## src/rtl/sort_pkg.sv

```systemverilog
// Shared definitions for the byte sorter and its result serializer.
//   SORT_N / SORT_W : default frame geometry (bytes per frame, bits per byte)
//   sort_byte_t     : one sorted byte
//   sort_frame_t    : one full frame, index 0 first
//   state_t         : serializer FSM states
package sort_pkg;
    localparam int SORT_N = 6;
    localparam int SORT_W = 8;

    typedef logic [SORT_W-1:0] sort_byte_t;
    typedef sort_byte_t sort_frame_t [0:SORT_N-1];

    typedef enum logic {
        IDLE = 1'b0,
        SEND = 1'b1
    } state_t;
endpackage

```

## src/rtl/sort_result_serializer_if.sv

```systemverilog
// Serial result stream between the serializer (master) and the result port
// (slave).
//   out_data  : current byte
//   out_valid : out_data valid
//   out_ready : slave accepts when out_valid && out_ready
//   out_last  : marks the final byte of a frame
//   out_index : position of out_data inside its frame
interface sort_result_serializer_if #(
    parameter int SORT_N = sort_pkg::SORT_N,
    parameter int SORT_W = sort_pkg::SORT_W
);
    localparam int IDX_W = (SORT_N > 1) ? $clog2(SORT_N) : 1;

    logic [SORT_W-1:0] out_data;
    logic              out_valid;
    logic              out_ready;
    logic              out_last;
    logic [IDX_W-1:0]  out_index;

    modport master (
        output out_data, out_valid, out_last, out_index,
        input  out_ready
    );

    modport slave (
        input  out_data, out_valid, out_last, out_index,
        output out_ready
    );
endinterface

```

## src/rtl/sort_result_serializer.sv

```systemverilog
// Captures one sorted frame on a single-cycle frame_valid and streams it out
// byte by byte, index 0 first, over a valid/ready handshake.
//   clk, reset   : clock, asynchronous active-high reset
//   frame_data   : parallel sorted frame from the sorter
//   frame_valid  : one-cycle qualifier for frame_data
//   out          : serial stream (master side)
//   busy         : a frame is held and not fully drained
//   overrun      : sticky, a frame arrived while busy and was dropped
//   overrun_clr  : synchronous clear of overrun
module sort_result_serializer #(
    parameter int SORT_N = sort_pkg::SORT_N,
    parameter int SORT_W = sort_pkg::SORT_W
) (
    input  logic                       clk,
    input  logic                       reset,
    input  logic [SORT_W-1:0]          frame_data [0:SORT_N-1],
    input  logic                       frame_valid,
    sort_result_serializer_if.master   out,
    output logic                       busy,
    output logic                       overrun,
    input  logic                       overrun_clr
);
    import sort_pkg::*;

    localparam int IDX_W = (SORT_N > 1) ? $clog2(SORT_N) : 1;
    localparam logic [IDX_W-1:0] IDX_LAST = IDX_W'(SORT_N - 1);

    state_t            state, state_nx;
    logic [IDX_W-1:0]  idx;
    logic [SORT_W-1:0] buf_q [0:SORT_N-1];

    logic accept, last_accept, load, drop;

    assign accept      = (state == SEND) && out.out_ready;
    assign last_accept = accept && (idx == IDX_LAST);
    // A new frame is taken when idle, or exactly on the final-byte accept so
    // consecutive frames stream without a bubble. Anything else while busy is lost.
    assign load        = frame_valid && ((state == IDLE) || last_accept);
    assign drop        = frame_valid && !load;

    // state register
    always_ff @(posedge clk or posedge reset) begin
        if (reset) state <= IDLE;
        else       state <= state_nx;
    end

    // next-state logic
    always_comb begin
        state_nx = state;
        case (state)
            IDLE: if (frame_valid)                 state_nx = SEND;
            SEND: if (last_accept && !frame_valid) state_nx = IDLE;
            default:                               state_nx = IDLE;
        endcase
    end

    // frame buffer and byte index
    always_ff @(posedge clk or posedge reset) begin
        if (reset) begin
            idx <= '0;
            for (int i = 0; i < SORT_N; i++) buf_q[i] <= '0;
        end else if (load) begin
            idx <= '0;
            for (int i = 0; i < SORT_N; i++) buf_q[i] <= frame_data[i];
        end else if (last_accept) begin
            idx <= '0;                   // frame done, park at 0
        end else if (accept) begin
            idx <= idx + IDX_W'(1);
        end
    end

    // sticky overrun; a fresh drop wins over a clear in the same cycle
    always_ff @(posedge clk or posedge reset) begin
        if (reset)            overrun <= 1'b0;
        else if (drop)        overrun <= 1'b1;
        else if (overrun_clr) overrun <= 1'b0;
    end

    // outputs, decoded purely from registered state so they settle right after the edge
    always_comb begin
        out.out_valid = (state == SEND);
        out.out_data  = '0;
        out.out_last  = 1'b0;
        out.out_index = idx;
        busy          = (state == SEND);
        if (state == SEND) begin
            out.out_data = buf_q[idx];
            out.out_last = (idx == IDX_LAST);
        end
    end
endmodule
```

## src/flat_wrapper.sv

```systemverilog
// flat-port wrapper written by rule: the top's interface ports become plain ports
module sort_result_serializer_flat import sort_pkg::*;
#(
    parameter int SORT_N = sort_pkg::SORT_N,
    parameter int SORT_W = sort_pkg::SORT_W
)
  (clk, reset, frame_data, frame_valid, busy, overrun, overrun_clr, out_out_data, out_out_valid, out_out_last, out_out_index, out_out_ready);
  sort_result_serializer_if #(.SORT_N(SORT_N), .SORT_W(SORT_W)) out_i ();
  input  logic clk;
  input  logic reset;
  input  logic [SORT_W-1:0] frame_data[0:SORT_N-1];
  input  logic frame_valid;
  output logic busy;
  output logic overrun;
  input  logic overrun_clr;
  output wire logic [$bits(out_i.out_data)-1:0] out_out_data;
  output wire logic [$bits(out_i.out_valid)-1:0] out_out_valid;
  output wire logic [$bits(out_i.out_last)-1:0] out_out_last;
  output wire logic [$bits(out_i.out_index)-1:0] out_out_index;
  input wire logic [$bits(out_i.out_ready)-1:0] out_out_ready;
  assign out_out_data = out_i.out_data;
  assign out_out_valid = out_i.out_valid;
  assign out_out_last = out_i.out_last;
  assign out_out_index = out_i.out_index;
  assign out_i.out_ready = out_out_ready;
  sort_result_serializer #(.SORT_N(SORT_N), .SORT_W(SORT_W)) u_core (.clk(clk), .reset(reset), .frame_data(frame_data), .frame_valid(frame_valid), .out(out_i), .busy(busy), .overrun(overrun), .overrun_clr(overrun_clr));
endmodule
```

## config.mk

```make
export PLATFORM = sky130hd
export DESIGN_NAME = sort_result_serializer_flat
export DESIGN_NICKNAME = d
export VERILOG_FILES = /design/src/rtl/sort_pkg.sv /design/src/rtl/sort_result_serializer_if.sv /design/src/rtl/sort_result_serializer.sv /design/src/flat_wrapper.sv
export SDC_FILE = /design/constraint.sdc
export NUM_CORES = 1
export LEC_CHECK = 0
export BUFFER_PORTS_ARGS = -buffer_cell sky130_fd_sc_hd__clkbuf_2
export CORE_MARGIN = 1
export CORE_UTILIZATION = 47
export CTS_BUF_LIST = sky130_fd_sc_hd__clkbuf_4
export DETAILED_ROUTE_END_ITERATION = 6
export GPL_TIMING_DRIVEN = 0
export PLACE_DENSITY = 0.86
export SYNTH_ARGS = -nofsm -noshare
export SYNTH_HDL_FRONTEND = slang
export SYNTH_SLANG_ARGS = --single-unit
```

## constraint.sdc

```tcl
create_clock -name clk -period 2.25 [get_ports clk]
set_clock_uncertainty 0.05 [all_clocks]
set_input_delay 0.45 -clock clk [delete_from_list [all_inputs] [get_ports clk]]
set_output_delay 0.45 -clock clk [all_outputs]
set_load 0.02 [all_outputs]
```

# Yosys cells after proc, flatten, opt, wreduce, memory -nomap -nowiden
# Cells that the tools add are included.
[word_totals] register_bits=53 latch_bits=0 mem_bits_rw=0 romBits=0 input_bits=53 output_inout_bits=15 wordCells=37 mem_count=0
[classes] add_sub_neg=1 mul=0 div_mod_pow=0 order_cmp=1 eq_ne=1 n_shift=0 mux=13 n_bitwise=2 n_reduce_logical=10
[op_table] cell="$bmux 8 s3" n=1
[op_table] cell="$mux 8" n=3
[op_table] cell="$mux 3" n=3
[op_table] cell="$logic_and 1x1->1" n=5
[op_table] cell="$mux 1" n=5
[op_table] cell="$ge 4x4->1 const B" n=1
[op_table] cell="$not 3->4" n=1
[op_table] cell="$add 3x1->3 const B" n=1
[op_table] cell="$eq 3x3->1 const B" n=1
[op_table] cell="$reduce_bool 3->1" n=1
[op_table] cell="$logic_not 1->1" n=2
[op_table] cell="$pmux 1 s2" n=1
[op_table] cell="$reduce_bool 2->1" n=1
[op_table] cell="$logic_or 1x1->1" n=1
[op_table] cell="$not 1->1" n=1

# Logic depth before layout (Yosys ltp)
# Gate-level depths: netlist of the first run.
[logic_depth] word_depth=7 depth_mapped=9

# Worst setup path before layout of the first run
# No wires, ideal clock.
[synth_timing] kind="reg-to-reg" start="register u_core.idx[1] (netlist: u_core.out.out_index[1])" end="register u_core.buf_q[0] in the netlist's numbering" setup_ps=127 arrival_time_ps=2068 required_ps=2073 path_slack_ps=4 path_stages_with_launch=10 path_buffers=4 period_less_slack_ps=2246 path_cell_list="dfrtp_1 > buf_2 > buf_2 > inv_1 > ha_1 > nand3_2 > a21boi_2 > buf_4 > buf_6 > mux2_1"
[synth_via] elab_chain_cells=4
[synth_rtl] element="start, declared" line="sort_result_serializer.sv:29" source="logic [IDX_W-1:0] idx;"
[synth_rtl] element="start signal, assigned" line="sort_result_serializer.sv:68" source="idx <= idx + IDX_W'(1);"
[synth_rtl] element="$eq 3x3->1" line="sort_result_serializer.sv:35" source="assign last_accept = accept && (idx == IDX_LAST);"
[synth_rtl] element="$logic_and 1x1->1" line="sort_result_serializer.sv:35"
[synth_rtl] element="$logic_or 1x1->1" line="sort_result_serializer.sv:38" source="assign load = frame_valid && ((state == IDLE) || last_accept);"
[synth_rtl] element="$logic_and 1x1->1" line="sort_result_serializer.sv:38"
[synth_rtl] element="end, declared" line="sort_result_serializer.sv:30" source="logic [SORT_W-1:0] buf_q [0:SORT_N-1];"
# No other way between the ends.
# A chain may end at the register's enable or synchronous reset.

# Final worst setup path of the first run
[layout_timing] start="register u_core.idx[0] (netlist: u_core.out.out_index[0])" end="output port out_out_data[7]"
[layout_via] elab_chain_cells=5
[layout_rtl] element="$not 3->4 (not written as such)" line="sort_result_serializer.sv:87" source="out.out_data = buf_q[idx];"
[layout_rtl] element="$bmux 8 s3" line="sort_result_serializer.sv:87"
[layout_rtl] element="$mux 8 (not written as such) (2 in series)" line="sort_result_serializer.sv:87"
[layout_rtl] element="$mux 8" line="sort_result_serializer.sv:86" source="if (state == SEND) begin"
[layout_rtl] element="end, declared" line="flat_wrapper.sv:16" source="output wire logic [$bits(out_i.out_data)-1:0] out_out_data;"
# No other way between the ends. The select of a mux whose other input is x is not followed.

==> results.cfg, run 1 <==
[status]
status = finished with violations
violations = setup timing

[layout]
layout.cells.non_filler = 331
diodes = 0
area_delta_synth_final_pct = 29.2
drive_above_1_share_pct = 51.5
fin_nets = 318
fin_util_pct = 65.0

[critical_path]
path_buf_inv = 1
cp_slowest_cell = dfrtp_2
endpoint_kind = output port
crit_family = flip-flops
path_cells = or3b_4, o22a_1, o21ai_1, buf_4
worst_ep_required_time_ns = 1.75
critPathMaxStageDelay_ns = 0.46
critPathMaxFanout = 8
cp.arrival_ns = 1.76
crit_type = flop to output port
critPathLaunchType = flop

[place]
place_ws_ns = -0.231
placed_cells = 312
io_buffers = 67
place_congestion = 0.757
place_hpwl_um = 3650

[yosys]
syn-cell-area_mm2 = 0.00245
synth_ff_type = dfrtp_1
syn_nets = 232
yosys-top-cells-area = dfrtp_1 54%, mux2_2 13%, mux2i_1 9.8%
yosys-top-cells-count = 53 x dfrtp_1, 28 x mux2_2, 24 x mux2i_1, 20 x mux2_1, 12 x o21ai_0
yosysTopAreaCellShare_pct = 54.0
synth_largest_area_cell = dfrtp_1
yosysWarnings = 0
async_flop_share_pct = 100
synth-edff-count = 0
seq_area_frac_synth_pct = 54.0
syn_inst = 177
post-synth-top-count-cell = dfrtp_1
ys_ff_latch = 53
avgSynthCellArea_um2 = 13.9
ys_types = 23

[clock_tree]
clkSinkCount = 53
cts_root_buf = clkbuf_4
cts_buffers = 5
htree_num_levels = 2
clk_pin_slew_ns = 0.15
max-clock-path-buffers = 2
clkLatencyLatePin_ns = 0.38
cts_tree = yes

[timing]
post-route-period-util_pct = 100
rsz0062_at_grt = yes
drv_slew = 0
hold_viol_final = 0
fmax_ghz = 0.443
tightest_slew_ns = 0.310
min_period_ns = 2.26
layout_setup_ws_ns = -0.00682
relSlewSlack_pct = 78.8
finalSetupViolations = 1

[die]
fp.dieH_um = 74.3
die-area_mm2 = 0.00552
dieWidth_um = 74.3
io_pins = 68
start_util_pct = 50.3
core_mm2 = 0.00488
rows = 25

[route]
drtIter0Drc = 74
vias_per_cell = 5.25
wire_per_inst_um = 15.8
vias = 1739
firstDrtPassIters = 4
wl_um = 5240
ant_nets = 0
remaining_drc_errors = 0

[power]
power.total_mw = 4.43
seqPwrFrac_pct = 37.3
intPower_mw = 2.88
combPwrFrac_pct = 48.2
peakVddDrop_v = 0.000783
pwr-share-clk_pct = 14.5
leakage_nw = 1.53
swShare_pct = 34.9
power_density_mw_per_mm2 = 1400
power.switching_mw = 1.55

[hold_path]
hold_path.class = primary input to flop

[flow_run]
drv_cap = 0

[global_route]
grt_pass1_vias = 1732
grt_pass1_wl_um = 8200
grt_util_all_layers_pct = 20.7
antenna_found_initial = 0
grt_max_degree = 44
grt_overflow = 0
==> final cells by class <==
class	count	area, µm²
Fill cell	383	1710
Sequential cell	53	1330
Multi-Input combinational cell	110	1060
Timing Repair Buffer	82	513
Tap cell	67	83.8
Buffer	8	70.1
Clock inverter	3	65.1
Clock buffer	5	37.5
Inverter	3	11.3
==> path summary, 6_finish.rpt <==
path | cells past startpoint | endpoint | slack [ns] | start
worst max-delay path | 4 | out_out_data[7] | -0.007 | u_core.out.out_index[0]
worst min-delay path | 2 | u_core.overrun | 0.19 | overrun_clr
worst max register to register | 8 | u_core.buf_q[43] | 0.12 | u_core.out.out_index[1]
worst min register to register | 1 | u_core.buf_q[1] | 0.46 | u_core.buf_q[1]
max in group asynchronous | 4 | u_core.out.out_index[2] | 1.18 | reset
min in group asynchronous | 3 | u_core.buf_q[36] | 0.47 | reset
==> worst reg2reg max path: stages, from the launching register on <==
cell      delay, ns
dfrtp_2        0.49
buf_6          0.18
inv_1          0.06
ha_1           0.21
nand3_2        0.12
a21boi_2       0.21
buf_6          0.19
buf_6          0.17
mux2_1         0.34
==> layer usage <==
metal	part of all wire (%)	track usage, %
met2	49	35.5
met1	44	25.6
met3	5.8	5.42
met4	1.3	6.71
met5	0	0
==> repair_timing <==
item	CTS	global route
setup endpoints to repair	57	29
resized for setup	24	19
hold buffers	1	0
pin swaps	2	3
hold endpoints to repair	10	0
buffers inserted	13	0
==> power by group through the flow <==
stage	Clock [mW]	Sequential, mW	Combinational [mW]
final	0.642	1.65	2.13
after global routing	0.684	1.71	2.30
after CTS	0.662	1.63	2.06
after detailed placement	0	1.67	1.74
after global placement	0	1.65	1.70
after floorplan	0	1.63	1.26
==> state kept, by name, summed over array words and instances, names as in the netlist <==
name / cells
u_core.buf_q: 48
u_core.busy: 1
u_core.overrun: 1
u_core.out.out_index: 3
==> per-stage QoR <==
step                hold WS (ns)  cell area (µm²)  TNS (ns)
floorplan                  0.407             2450         0
global placement           0.416             2870    -11.82
detailed placement         0.321             2890     -6.21
CTS                        0.174             3160    -0.187
global route               0.202             3170    -0.274
finish                     0.186             3170  -0.00682
==> logic make-up (layout without fill, tap and decap cells) <==
family | count (synthesis) | count (layout) | share of synthesized area (%)
multiplexers | 72 | 72 | 31.8
adder cells (fa/ha/maj) | 2 | 2 | 1.02
flip-flops | 53 | 53 | 54.0
buffers and inverters | 14 | 101 | 3.47
AND/OR/NAND/NOR | 12 | 12 | 3.01
AO/OA/AOI/OAI | 24 | 24 | 6.68
==> placed cells by master, fill, tap and decap left out, drive strengths merged, types with 2 or more instances in the layout <==
master and instances:
clkbuf 65, dfrtp 53, mux2 48, buf 29
mux2i 24, o21ai 12, o22a 8, nand3 5
inv 3, a21o 2, nand3b 2, ha 2
bufinv 2
Power figures use the tool's default switching activity.
==> run 2: changes to the inputs <==
Settings changed: CORE_ASPECT_RATIO from default to 0.75.
==> run 2 against run 1 <==
  * The run still ends with setup timing left
  * Cell area fell by 0.43%
  * Via count is 0.12% lower
  * Sequential power hardly changed
  * Worst hold slack gained 0.014 ns
  * Count of clock-buffer cells in the layout grew 1
  * Critical path depth is 1 higher
  * Highest routed layer unchanged
==> results.cfg, run 2 (same netlist as run 1, synthesis figures left out) <==
[layout]
area_delta_synth_final_pct = 28.6
fin_nets = 320
mostFrequentLayoutCells = 59 x clkbuf_2, 51 x dfrtp_1, 28 x mux2_2
fin_util_pct = 63.7
largest_register_ffs = 48
diodes = 0
final_common_cell = clkbuf_2
design_area_mm2 = 0.00316
drive_above_1_share_pct = 50.8
regMostFlops = u_core.buf_q

[power]
combPwrFrac_pct = 49.2
power_density_mw_per_mm2 = 1370
leakage_nw = 1.53
swShare_pct = 36.0
pwr-share-clk_pct = 12.4
peakVddDrop_v = 0.000822
power.switching_mw = 1.56
intPower_mw = 2.77
seqPwrFrac_pct = 38.3

[clock_tree]
clk_pin_slew_ns = 0.14
cts_buffers = 5
clkSinkCount = 53
htree_num_levels = 2
cts_root_buf = clkbuf_4
clkLatencyLatePin_ns = 0.37
cts_tree = yes
max-clock-path-buffers = 2

[timing]
finalSetupViolations = 2
min_period_ns = 2.26
rsz0062_at_grt = yes
fin_setup_tns_ns = -0.00822
post-route-period-util_pct = 100
hold_viol_final = 0
fmax_ghz = 0.443
whs_ns = 0.201
drv_slew = 0
layout_setup_ws_ns = -0.00699
relSlewSlack_pct = 78.3
tightest_slew_ns = 0.325

[place]
placed_cell_area_mm2 = 0.00289
place_congestion = 0.750
place_hpwl_um = 3890
io_buffers = 67

[die]
io_pins = 68
fp.dieH_um = 64.6
start_util_pct = 49.5
core_mm2 = 0.00495
dieWidth_um = 85.5
die-area_mm2 = 0.00552
rows = 22

[critical_path]
critPathLaunchType = flop
cp.arrival_ns = 1.76
worst_ep_required_time_ns = 1.75
crit_type = flop to output port
endpoint_kind = output port
critPathMaxFanout = 8

[hold_path]
hold_path.class = primary input to flop

[route]
firstDrtPassIters = 4
vias_per_cell = 5.33
vias = 1737
drtIter0Drc = 74
wire_per_inst_um = 16.9
remaining_drc_errors = 0
ant_nets = 0
wl_um = 5500

[status]
status = finished with violations
violations = setup timing

[flow_run]
drv_cap = 0

[global_route]
antenna_found_initial = 0
grt_max_degree = 41
grt_pass1_wl_um = 8890
grt_overflow = 0
grt_pass1_vias = 1820
grt_util_all_layers_pct = 21.8
-- run 2: final cells by class --
cell class                 instances  area (µm²)
buffer                            10        96.3
sequential                        53        1330
clock inverter                     2        33.8
multi-input combinational        110        1070
clock buffer                       6        45.0
inverter                           3        11.3
timing repair buffer              82         494
fill                             392        1800
tap                               60        75.1
-- run 2: stage by stage --
stage               power, mW  instances  setup slack (ns)
floorplan                2.89        177           0.00428
global placement         3.34        304            -0.201
detailed placement       3.43        305            -0.247
CTS                      4.20        324           -0.0225
global route             4.61        326           -0.0939
finish                   4.33        326          -0.00699
-- run 2: timing repair --
action | CTS | global route
setup endpoints to repair | 57 | 48
hold buffers | 1 | 0
endpoints found under the hold margin | 13 | 0
gates resized for setup | 23 | 21
buffers inserted | 11 | 2
pin swaps | 3 | 4
-- run 2: routing by layer --
layer | wire length, µm | up-vias | track usage, %
met1 | 2490 | 859 | 28.5
met3 | 256 | 7 | 4.46
li1 | - | 817 | -
met2 | 2690 | 54 | 37.1
met4 | 58 | 0 | 6.25
met5 | 0 | - | 0
-- run 2: power by group through the flow --
| stage | registers [mW] | clock network [mW] | logic (mW) |
|---|---|---|---|
| floorplan | 1.63 | 0 | 1.26 |
| global placement | 1.65 | 0 | 1.69 |
| detailed placement | 1.69 | 0 | 1.74 |
| CTS | 1.65 | 0.549 | 2.00 |
| global route | 1.71 | 0.597 | 2.30 |
| finish | 1.66 | 0.538 | 2.13 |
-- run 2: worst paths after layout --
| path | end | slack [ns] | cells after the start | startpoint |
|---|---|---|---|---|
| worst max-delay path | out_out_data[2] | -0.007 | 5 | u_core.busy |
| worst min-delay path | u_core.overrun | 0.20 | 2 | overrun_clr |
| worst min register to register | u_core.buf_q[12] | 0.45 | 1 | u_core.buf_q[12] |
| worst max register to register | u_core.buf_q[32] | 0.15 | 9 | u_core.out.out_index[1] |
| max in group asynchronous | u_core.buf_q[46] | 1.14 | 4 | reset |
| min in group asynchronous | u_core.buf_q[39] | 0.50 | 3 | reset |
-- run 2: worst max-delay path: stages, from the launching register on --
cell and delay [ns]:
dfrtp_1 0.39, buf_6 0.11, or3b_4 0.43, o22a_1 0.20
o21ai_1 0.09, buf_4 0.17
==> run 3: changes to the inputs <==
Settings changed: GPL_TIMING_DRIVEN 0 to default, SKIP_CTS_REPAIR_TIMING from default to 1.
==> run 3 against run 2 <==
  * The run now ends clean
  * Via count fell by 4.8%
  * Global-route usage shrank 2.8 points
  * Total power decreased by 8.0%
  * Register-to-register slack better by 0.10 ns
  * Sequential share of layout area increased by 2.3 points
  * Fmax up 1.6%
  * Critical path depth is 1 lower
  * Critical path type unchanged
  * Critical endpoint is now out_out_data[6]
==> results.cfg, run 3 (same netlist as run 1, synthesis figures left out) <==
[flow_run]
drv_cap = 0

[critical_path]
cp.arrival_ns = 1.72
worst_ep_required_time_ns = 1.75
endpoint_kind = output port
crit_type = flop to output port
critPathMaxFanout = 8
critPathLaunchType = flop

[clock_tree]
htree_num_levels = 2
clkLatencyLatePin_ns = 0.36
cts_tree = yes
max-clock-path-buffers = 2
cts_buffers = 5
clkSinkCount = 53
cts_root_buf = clkbuf_4
clk_pin_slew_ns = 0.15

[route]
firstDrtPassIters = 4
remaining_drc_errors = 0
vias = 1653
wl_met1_um = 2220
wl_um = 4830
top_layer_used = met4
drtIter0Drc = 79
wire_per_inst_um = 15.4
ant_nets = 0
dr_wl_met2_um = 2240
wl_met3_um = 329
vias_per_cell = 5.28

[power]
power.switching_mw = 1.46
combPwrFrac_pct = 48.5
seqPwrFrac_pct = 41.1
leakage_nw = 1.45
peakVddDrop_v = 0.000801
swShare_pct = 36.6
pwr-share-clk_pct = 10.3
intPower_mw = 2.53
power_density_mw_per_mm2 = 1330

[timing]
hold_viol_final = 0
layout_setup_ws_ns = 0.0291
tightest_slew_ns = 0.598
min_period_ns = 2.22
fmax_ghz = 0.450
rsz0062_at_grt = yes
fin_setup_tns_ns = 0
drv_slew = 0
relSlewSlack_pct = 60.0
finalSetupViolations = 0
post-route-period-util_pct = 98.7

[layout]
drive_above_1_share_pct = 47.4
regMostFlops = u_core.buf_q
fin_nets = 307
largest_register_ffs = 48
area_delta_synth_final_pct = 21.9
final_common_cell = clkbuf_2
mostFrequentLayoutCells = 59 x clkbuf_2, 52 x dfrtp_1, 28 x mux2_2
diodes = 0

[place]
place_ws_ns = 0.275
place_hpwl_um = 3630
place_congestion = 0.761
io_buffers = 67

[global_route]
grt_pass1_vias = 1694
antenna_found_initial = 0
grt_pass1_wl_um = 7940
grt_max_degree = 29
grt_util_all_layers_pct = 19.1
grt_overflow = 0

[die]
io_pins = 68
core_mm2 = 0.00495
rows = 22
fp.dieH_um = 64.6
die-area_mm2 = 0.00552
start_util_pct = 49.5
dieWidth_um = 85.5

[status]
status = finished clean

[hold_path]
hold_path.class = primary input to asynchronous set/reset pin
## run 3: cell types whose count changed in the layout (fill, tap and decap cells not counted), sizes merged
cell         previous run  this run
dlygate4sd3             1         0
clkbuf                 65        64
bufinv                  1         0
clkinv                  1         3
buf                    32        20
## run 3: worst max-delay path, stage by stage (launching register included)
cell and delay, ns:
dfrtp_1 0.42, or3b_4 0.47, o22a_1 0.20, o21ai_1 0.10
buf_4 0.17
## run 3: worst paths after layout
| check | start | endpoint | slack (ns) | depth (start not counted) |
|---|---|---|---|---|
| worst max-delay path | u_core.out.out_index[0] | out_out_data[6] | 0.03 | 4 |
| worst min-delay path | reset | u_core.buf_q[39] | 0.06 | 2 |
| worst max register to register | u_core.out.out_index[0] | u_core.buf_q[29] | 0.25 | 6 |
| worst min register to register | u_core.buf_q[14] | u_core.buf_q[14] | 0.45 | 1 |
| max in group asynchronous | reset | u_core.out.out_index[1] | 1.53 | 3 |
| min in group clk | overrun_clr | u_core.overrun | 0.21 | 2 |
## run 3: final cells by class
cell class                 count  area (µm²)
fill                         433        1960
sequential                    53        1330
clock buffer                   5        37.5
tap                           60        75.1
multi-input combinational    110        1060
clock inverter                 3        17.5
inverter                       3        11.3
timing repair buffer          79         465
## run 3: through the flow
step	utilization [%]	instances	power [mW]	hold slack, ns	cell area, µm²
floorplan	-	177	2.89	0.407	2450
global placement	58.1	302	3.36	0.416	2880
detailed placement	58.1	302	3.43	0.424	2880
CTS	59.2	310	3.84	0.0608	2930
global route	60.4	313	4.26	0.0785	2990
finish	60.4	313	3.98	0.0559	2990
## run 3: per-layer routing
metal	global-route usage, %	vias to the layer above
li1	-	792
met1	23.8	810
met2	31.9	46
met3	6.75	5
met4	4.58	0
met5	0	-
## run 3: power groups by stage
| stage | registers (mW) | clock network (mW) | logic [mW] |
|---|---|---|---|
| 2_1_floorplan | 1.63 | 0 | 1.26 |
| 3_3_place_gp | 1.63 | 0 | 1.73 |
| 3_5_place_dp | 1.66 | 0 | 1.77 |
| 4_1_cts | 1.63 | 0.431 | 1.77 |
| 5_1_grt | 1.70 | 0.467 | 2.10 |
| 6_report | 1.64 | 0.412 | 1.93 |
